**config.mk**
```make
export PLATFORM = sky130hd
export DESIGN_NAME = mem_bus_arbiter
export DESIGN_NICKNAME = d
export VERILOG_FILES = /design/src/rtl/soc_bus_pkg.sv /design/src/rtl/bus_timeout_ctr.sv /design/src/rtl/mem_bus_arbiter.sv
export SDC_FILE = /design/constraint.sdc
export NUM_CORES = 1
export LEC_CHECK = 0
export CORE_ASPECT_RATIO = 0.75
export CORE_MARGIN = 10
export CORE_UTILIZATION = 35
export CTS_CLUSTER_DIAMETER = 150
export DETAILED_ROUTE_END_ITERATION = 10
export HOLD_SLACK_MARGIN = 0.06
export PLACE_DENSITY = 0.75
export SLEW_MARGIN = 20
export SYNTH_ARGS = -nofsm -noshare
export SYNTH_HDL_FRONTEND = slang
export SYNTH_SLANG_ARGS = --single-unit
```
**constraint.sdc**
```tcl
create_clock -name clk -period 5.75 [get_ports clk]
set_input_delay 0.575 -clock clk [delete_from_list [all_inputs] [get_ports clk]]
set_output_delay 0.575 -clock clk [all_outputs]
set_load 0.01 [all_outputs]
```
**src/rtl/soc_bus_pkg.sv**
```systemverilog
// soc_bus_pkg
// Shared definitions for the SOC memory/peripheral bus: default bus widths,
// the arbiter state encoding, the master index type and the round-robin
// winner pick used by mem_bus_arbiter. The SOC address decode also imports
// this package for the default widths.
package soc_bus_pkg;

   localparam int DEF_ADDR_W = 32;
   localparam int DEF_DATA_W = 32;

   typedef enum logic [1:0] {
      IDLE   = 2'd0,
      ACCESS = 2'd1,
      RESP   = 2'd2
   } arb_state_t;

   typedef logic master_idx_t;

   // A lone requester always wins; on a tie the master that was not served
   // most recently goes next, so neither side can starve the other.
   function automatic master_idx_t pickWinner(input logic req0,
                                              input logic req1,
                                              input master_idx_t last);
      if (req0 && req1) begin
         return ~last;
      end else if (req1) begin
         return 1'b1;
      end else begin
         return 1'b0;
      end
   endfunction

endpackage

```
**src/rtl/bus_timeout_ctr.sv**
```systemverilog
// bus_timeout_ctr
// Saturating watchdog counter for bus bridges waiting on a slave handshake.
// Ports:
//   clk        rising-edge clock
//   reset      synchronous, active-high; clears the count
//   clear_i    restart the count at zero (a new access begins)
//   en_i       one more cycle has passed without the slave answering
//   expired_o  high on the enabled cycle whose count reaches TIMEOUT
// TIMEOUT = 0 disables the watchdog: expired_o never rises.
module bus_timeout_ctr #(
   parameter int TIMEOUT = 255
) (
   input  logic clk,
   input  logic reset,
   input  logic clear_i,
   input  logic en_i,
   output logic expired_o
);

   localparam int CW = (TIMEOUT > 0) ? $clog2(TIMEOUT + 1) : 1;
   localparam logic [CW-1:0] LIMIT = CW'(TIMEOUT);

   logic [CW-1:0] count_q;
   logic [CW-1:0] count_d;

   // The count stops at LIMIT instead of wrapping, so a stuck access can
   // never roll the counter back to a small value.
   always_comb begin
      count_d = count_q;
      if (clear_i) begin
         count_d = '0;
      end else if (en_i && (count_q != LIMIT)) begin
         count_d = count_q + 1'b1;
      end
   end

   // Count register with synchronous reset.
   always_ff @(posedge clk) begin
      if (reset) begin
         count_q <= '0;
      end else begin
         count_q <= count_d;
      end
   end

   // Expiry is flagged in the same cycle the count would reach LIMIT, so the
   // owner can leave its wait state on the following edge.
   assign expired_o = (TIMEOUT != 0) && en_i && (count_d == LIMIT);

endmodule

```
**src/rtl/mem_bus_arbiter.sv**
```systemverilog
// mem_bus_arbiter
// Shares the single-port SOC bus between the CPU (master 0) and a secondary
// requester (master 1). Accesses are serialised with round-robin priority,
// the granted request is registered onto the slave side and the response is
// returned to the winner one cycle after the slave completes. A watchdog
// ends any access the slave never acknowledges.
// Ports:
//   clk, reset                       clock, synchronous active-high reset
//   m{0,1}_req/_we/_addr/_wdata/_wstrb   master request, held until ready
//   m{0,1}_ready/_rdata/_err         one-cycle completion pulse to owner
//   s_req/_we/_addr/_wdata/_wstrb    registered copy of the granted request
//   s_ready, s_rdata                 slave completion and read data
module mem_bus_arbiter
   import soc_bus_pkg::*;
#(
   parameter int ADDR_W  = DEF_ADDR_W,
   parameter int DATA_W  = DEF_DATA_W,
   parameter int TIMEOUT = 255
) (
   input  logic                clk,
   input  logic                reset,
   input  logic                m0_req,
   input  logic                m0_we,
   input  logic [ADDR_W-1:0]   m0_addr,
   input  logic [DATA_W-1:0]   m0_wdata,
   input  logic [DATA_W/8-1:0] m0_wstrb,
   output logic                m0_ready,
   output logic [DATA_W-1:0]   m0_rdata,
   output logic                m0_err,
   input  logic                m1_req,
   input  logic                m1_we,
   input  logic [ADDR_W-1:0]   m1_addr,
   input  logic [DATA_W-1:0]   m1_wdata,
   input  logic [DATA_W/8-1:0] m1_wstrb,
   output logic                m1_ready,
   output logic [DATA_W-1:0]   m1_rdata,
   output logic                m1_err,
   output logic                s_req,
   output logic                s_we,
   output logic [ADDR_W-1:0]   s_addr,
   output logic [DATA_W-1:0]   s_wdata,
   output logic [DATA_W/8-1:0] s_wstrb,
   input  logic                s_ready,
   input  logic [DATA_W-1:0]   s_rdata
);

   localparam int STRB_W = DATA_W / 8;

   arb_state_t          state_q, state_d;
   master_idx_t         owner_q, owner_d;
   master_idx_t         last_q, last_d;
   logic                sWe_q, sWe_d;
   logic [ADDR_W-1:0]   sAddr_q, sAddr_d;
   logic [DATA_W-1:0]   sWdata_q, sWdata_d;
   logic [STRB_W-1:0]   sWstrb_q, sWstrb_d;
   logic [DATA_W-1:0]   rdata_q, rdata_d;
   logic                err_q, err_d;

   master_idx_t         winner;
   logic                grant;
   logic                waitCycle;
   logic                expired;
   logic                respValid;

   assign winner    = pickWinner(m0_req, m1_req, last_q);
   assign waitCycle = (state_q == ACCESS) && !s_ready;

   bus_timeout_ctr #(
      .TIMEOUT (TIMEOUT)
   ) u_timeout (
      .clk       (clk),
      .reset     (reset),
      .clear_i   (grant),
      .en_i      (waitCycle),
      .expired_o (expired)
   );

   // Arbiter FSM. Master request fields are only looked at in IDLE; once an
   // access is granted the slave-side copy is frozen until the next grant.
   // A slave completion wins over a watchdog expiry landing in the same cycle.
   always_comb begin
      state_d  = state_q;
      owner_d  = owner_q;
      last_d   = last_q;
      sWe_d    = sWe_q;
      sAddr_d  = sAddr_q;
      sWdata_d = sWdata_q;
      sWstrb_d = sWstrb_q;
      rdata_d  = rdata_q;
      err_d    = err_q;
      grant    = 1'b0;
      case (state_q)
         IDLE: begin
            if (m0_req || m1_req) begin
               grant    = 1'b1;
               owner_d  = winner;
               last_d   = winner;
               sWe_d    = winner ? m1_we    : m0_we;
               sAddr_d  = winner ? m1_addr  : m0_addr;
               sWdata_d = winner ? m1_wdata : m0_wdata;
               sWstrb_d = winner ? m1_wstrb : m0_wstrb;
               state_d  = ACCESS;
            end
         end
         ACCESS: begin
            if (s_ready) begin
               rdata_d = sWe_q ? '0 : s_rdata;
               err_d   = 1'b0;
               state_d = RESP;
            end else if (expired) begin
               rdata_d = '0;
               err_d   = 1'b1;
               state_d = RESP;
            end
         end
         RESP: begin
            state_d = IDLE;
         end
         default: begin
            state_d = IDLE;
         end
      endcase
   end

   // State and datapath registers. Reset abandons any access in flight, so
   // no ready is ever issued for it and the slave strobe drops next cycle.
   always_ff @(posedge clk) begin
      if (reset) begin
         state_q  <= IDLE;
         owner_q  <= 1'b0;
         last_q   <= 1'b1;
         sWe_q    <= 1'b0;
         sAddr_q  <= '0;
         sWdata_q <= '0;
         sWstrb_q <= '0;
         rdata_q  <= '0;
         err_q    <= 1'b0;
      end else begin
         state_q  <= state_d;
         owner_q  <= owner_d;
         last_q   <= last_d;
         sWe_q    <= sWe_d;
         sAddr_q  <= sAddr_d;
         sWdata_q <= sWdata_d;
         sWstrb_q <= sWstrb_d;
         rdata_q  <= rdata_d;
         err_q    <= err_d;
      end
   end

   assign s_req   = (state_q == ACCESS);
   assign s_we    = sWe_q;
   assign s_addr  = sAddr_q;
   assign s_wdata = sWdata_q;
   assign s_wstrb = sWstrb_q;

   // Only the owner sees the response; the other master reads all zeros.
   assign respValid = (state_q == RESP);
   assign m0_ready  = respValid && (owner_q == 1'b0);
   assign m1_ready  = respValid && (owner_q == 1'b1);
   assign m0_rdata  = m0_ready ? rdata_q : '0;
   assign m1_rdata  = m1_ready ? rdata_q : '0;
   assign m0_err    = m0_ready && err_q;
   assign m1_err    = m1_ready && err_q;

endmodule

```
==> run summary <==
setup ws final = 2.643 ns
DRC = 0
CTS H-tree lvls = 4
period utilization = 0.5403
worst min-delay path class = reg2reg
Wirelength per Cell = 18.47 um
I/O Buffers = 312
Vias per Instance = 5.028
Placed Area = 8690 sq um
drt pass-1 iters = 6
Synth Instances = 608
hold path start = owner_q
Gate power share = 0.218
Detail Route Antenna Nets = 0
top sig layer = met5
routability cong. = 0.8116
TritonCTS clock tree = yes
maximum VDD drop = 0.0001934 V
CTS Buf Count = 17
num ports = 313
status = finished clean
total power after layout = 2.545 mW
Register-to-Register Path Depth = 6
largest area contributor in the netlist = dfxtp_1
PwrDens = 274.0 nW/um^2
Layout Utilization = 0.6102
Final Skew = 0.008476 ns
initial cell density of the core = 0.3574
Area Growth Syn to Fin = 70.73%
global route overflow = 0
initial antenna violation count = 1
Post-CTS Hold Buffers = 0
Seq/Total Area, Yosys = 0.4194
All-Layer GR Usage = 0.1867
Fin Hold WS = 0.4735 ns
total die area = 20990 sq um
Static Leakage = 3.463 nW
slew margin rel. = 0.3313
Placement Setup Slack = 2.792 ns
Clock Path Buffers = 2
hold path depth = 2
vias = 5546
CTS clk-pin slew, worst paths = 0.05 ns
Post-Route WL = 20370 um
WL met3 = 2300 um
share of layout cells above drive strength 1 = 0.05457
DP Wirelength = 15430 um
synth unique cells = 45
fin. max-slew vios = 0
Skew-Pair Late Insertion Delay = 0.41 ns
Final Hold Fails = 0
total setup buffers inserted after CTS = 0
net count of the mapped netlist = 784
Post-synth EDFFs = 0
total negative slack = 0 ns
design area = 9290 sq um
Final Instance Count excl. Fillers = 1103
Die H = 128.0 um
max-capacitance violation count = 0
unrepaired setup endpoints after global routing = false
Worst-Margin Slew = 0.9977 ns
Placed Cells incl. Taps = 1073
Async SR Flop Fraction = 0
CTS Sinks = 114
required time of the critical path = 5.18 ns
share of the synthesized area in the top cell type = 0.4194
Primary FF master, synth = dfxtp_1
synthesized area = 5441 sq um
Clock Root Buffer = clkbuf_16
DR WL met2 = 9843 um
standard-cell rows = 39
r2r setup slk = 3.49 ns
CP Launch Type = flip-flop
sequential power share = 0.366
end of the worst hold path = owner_q
Syn Area/Cell = 8.950 sq um
DIE WIDTH = 164.0 um
cell internal pwr = 1.896 mW
number of diodes = 0
M1 WL = 7926 um
WP data arrival = 2.53 ns
worst reg2reg path startpoint = state_q[0]
# resized after CTS = 0
Achievable Freq = 0.3219 GHz
reg2reg end = rdata_q[17]
largest cells by area after synthesis = dfxtp_1, mux2i_1, a211oi_1, and2_1, a32oi_1
largest net degree at the start of global routing = 132
DRT iter0 DRCs = 321
number of global-route vias before repair = 5446
yosys warns = 0
Worst Setup End Kind = output pin
Core Region = 15220 sq um
nets = 1063
Critical Path Fanout Max = 34
switching share of power = 0.2552
#FFs+latches synth = 114
clock power share = 0.416
switching power = 649.5 uW
Tmin final = 3.107 ns
global-route wire length before repair = 30960 um
CP Class = reg2out
Finish-stage setup viols = 0
[power groups by stage]
stage          logic, mW  clock network [mW]  registers, mW
3_5_place_dp       0.561                   0          0.947
3_3_place_gp       0.554                   0          0.943
4_1_cts            0.564                1.08          0.931
2_1_floorplan      0.221                   0          0.966
5_1_grt            0.605                1.12          0.942
6_report           0.555                1.06          0.931
[sequential cells by signal (all words and copies together) (netlist names)]
signal / cells
err_q: 1
last_q: 1
owner_q: 1
rdata_q: 32
s_addr: 32
s_wdata: 32
s_we: 1
s_wstrb: 4
state_q: 2
u_timeout.count_q: 8
[synthesized netlist by cell type (2+ instances only)]
master      n
dfxtp_1   114
nor2_1     72
mux2i_1    71
a211oi_1   69
and2_1     66
clkbuf_1   50
nand3_1    36
a32oi_1    32
o21ai_0    27
buf_1       7
o21ai_1     7
nand2_1     6
nor3_1      6
and3_1      4
a21oi_1     3
a31oi_1     3
buf_2       3
nand4_1     3
a21o_1      2
xor2_1      2
[cell families after synthesis]
kind of cell	Yosys count	synth area share
buffers and inverters	64	0.04507
multiplexers	71	0.1306
flip-flops	114	0.4194
XOR/XNOR	3	0.004830
adder cells (fa/ha/maj)	1	0.002299
AO/OA/AOI/OAI	153	0.2040
AND/OR/NAND/NOR	202	0.1938
[worst max-delay path: stages (launching register included)]
cell and delay [ns]:
dfxtp_1 0.47, and3b_1 0.84, and2_1 0.26, clkdlybuf4s50_1 0.55
[cells in the final DEF (no fill, tap or decap), types with 8 or more instances in the layout]
master,netlist,routed
clkdlybuf4s50_1,0,311
dfxtp_1,114,114
nor2_1,72,72
mux2i_1,71,71
a211oi_1,69,69
and2_1,66,66
nand3_1,36,36
a32oi_1,32,32
o21ai_0,27,27
clkbuf_16,0,17
buf_4,0,8
[how the worst max path moves through the flow]
stage | startpoint | end | slack (ns)
detailed placement | m1_req | s_addr[10] | 2.79
floorplan | s_ready | state_q[1] | 3.70
global route | state_q[1] | m1_rdata[22] | 2.45
global placement | m1_req | s_wstrb[3] | 2.79
finish | state_q[1] | m1_rdata[22] | 2.64
CTS | state_q[1] | m1_rdata[22] | 2.61
[final cells by class]
type | instances | area [sq um]
fill | 1365 | 5934
timing repair buffer | 321 | 3198
multi-input combinational | 430 | 2942
sequential | 114 | 2282
clock buffer | 26 | 529.3
tap | 205 | 256.5
clock inverter | 4 | 70.07
inverter | 3 | 12.51
[routing by layer]
metal | global-route usage | vias to the layer above
li1 | - | 2793
met1 | 0.2060 | 2520
met2 | 0.3111 | 210
met3 | 0.09178 | 21
met4 | 0.05611 | 2
met5 | 0 | -
(Power assumes the default switching activity.)
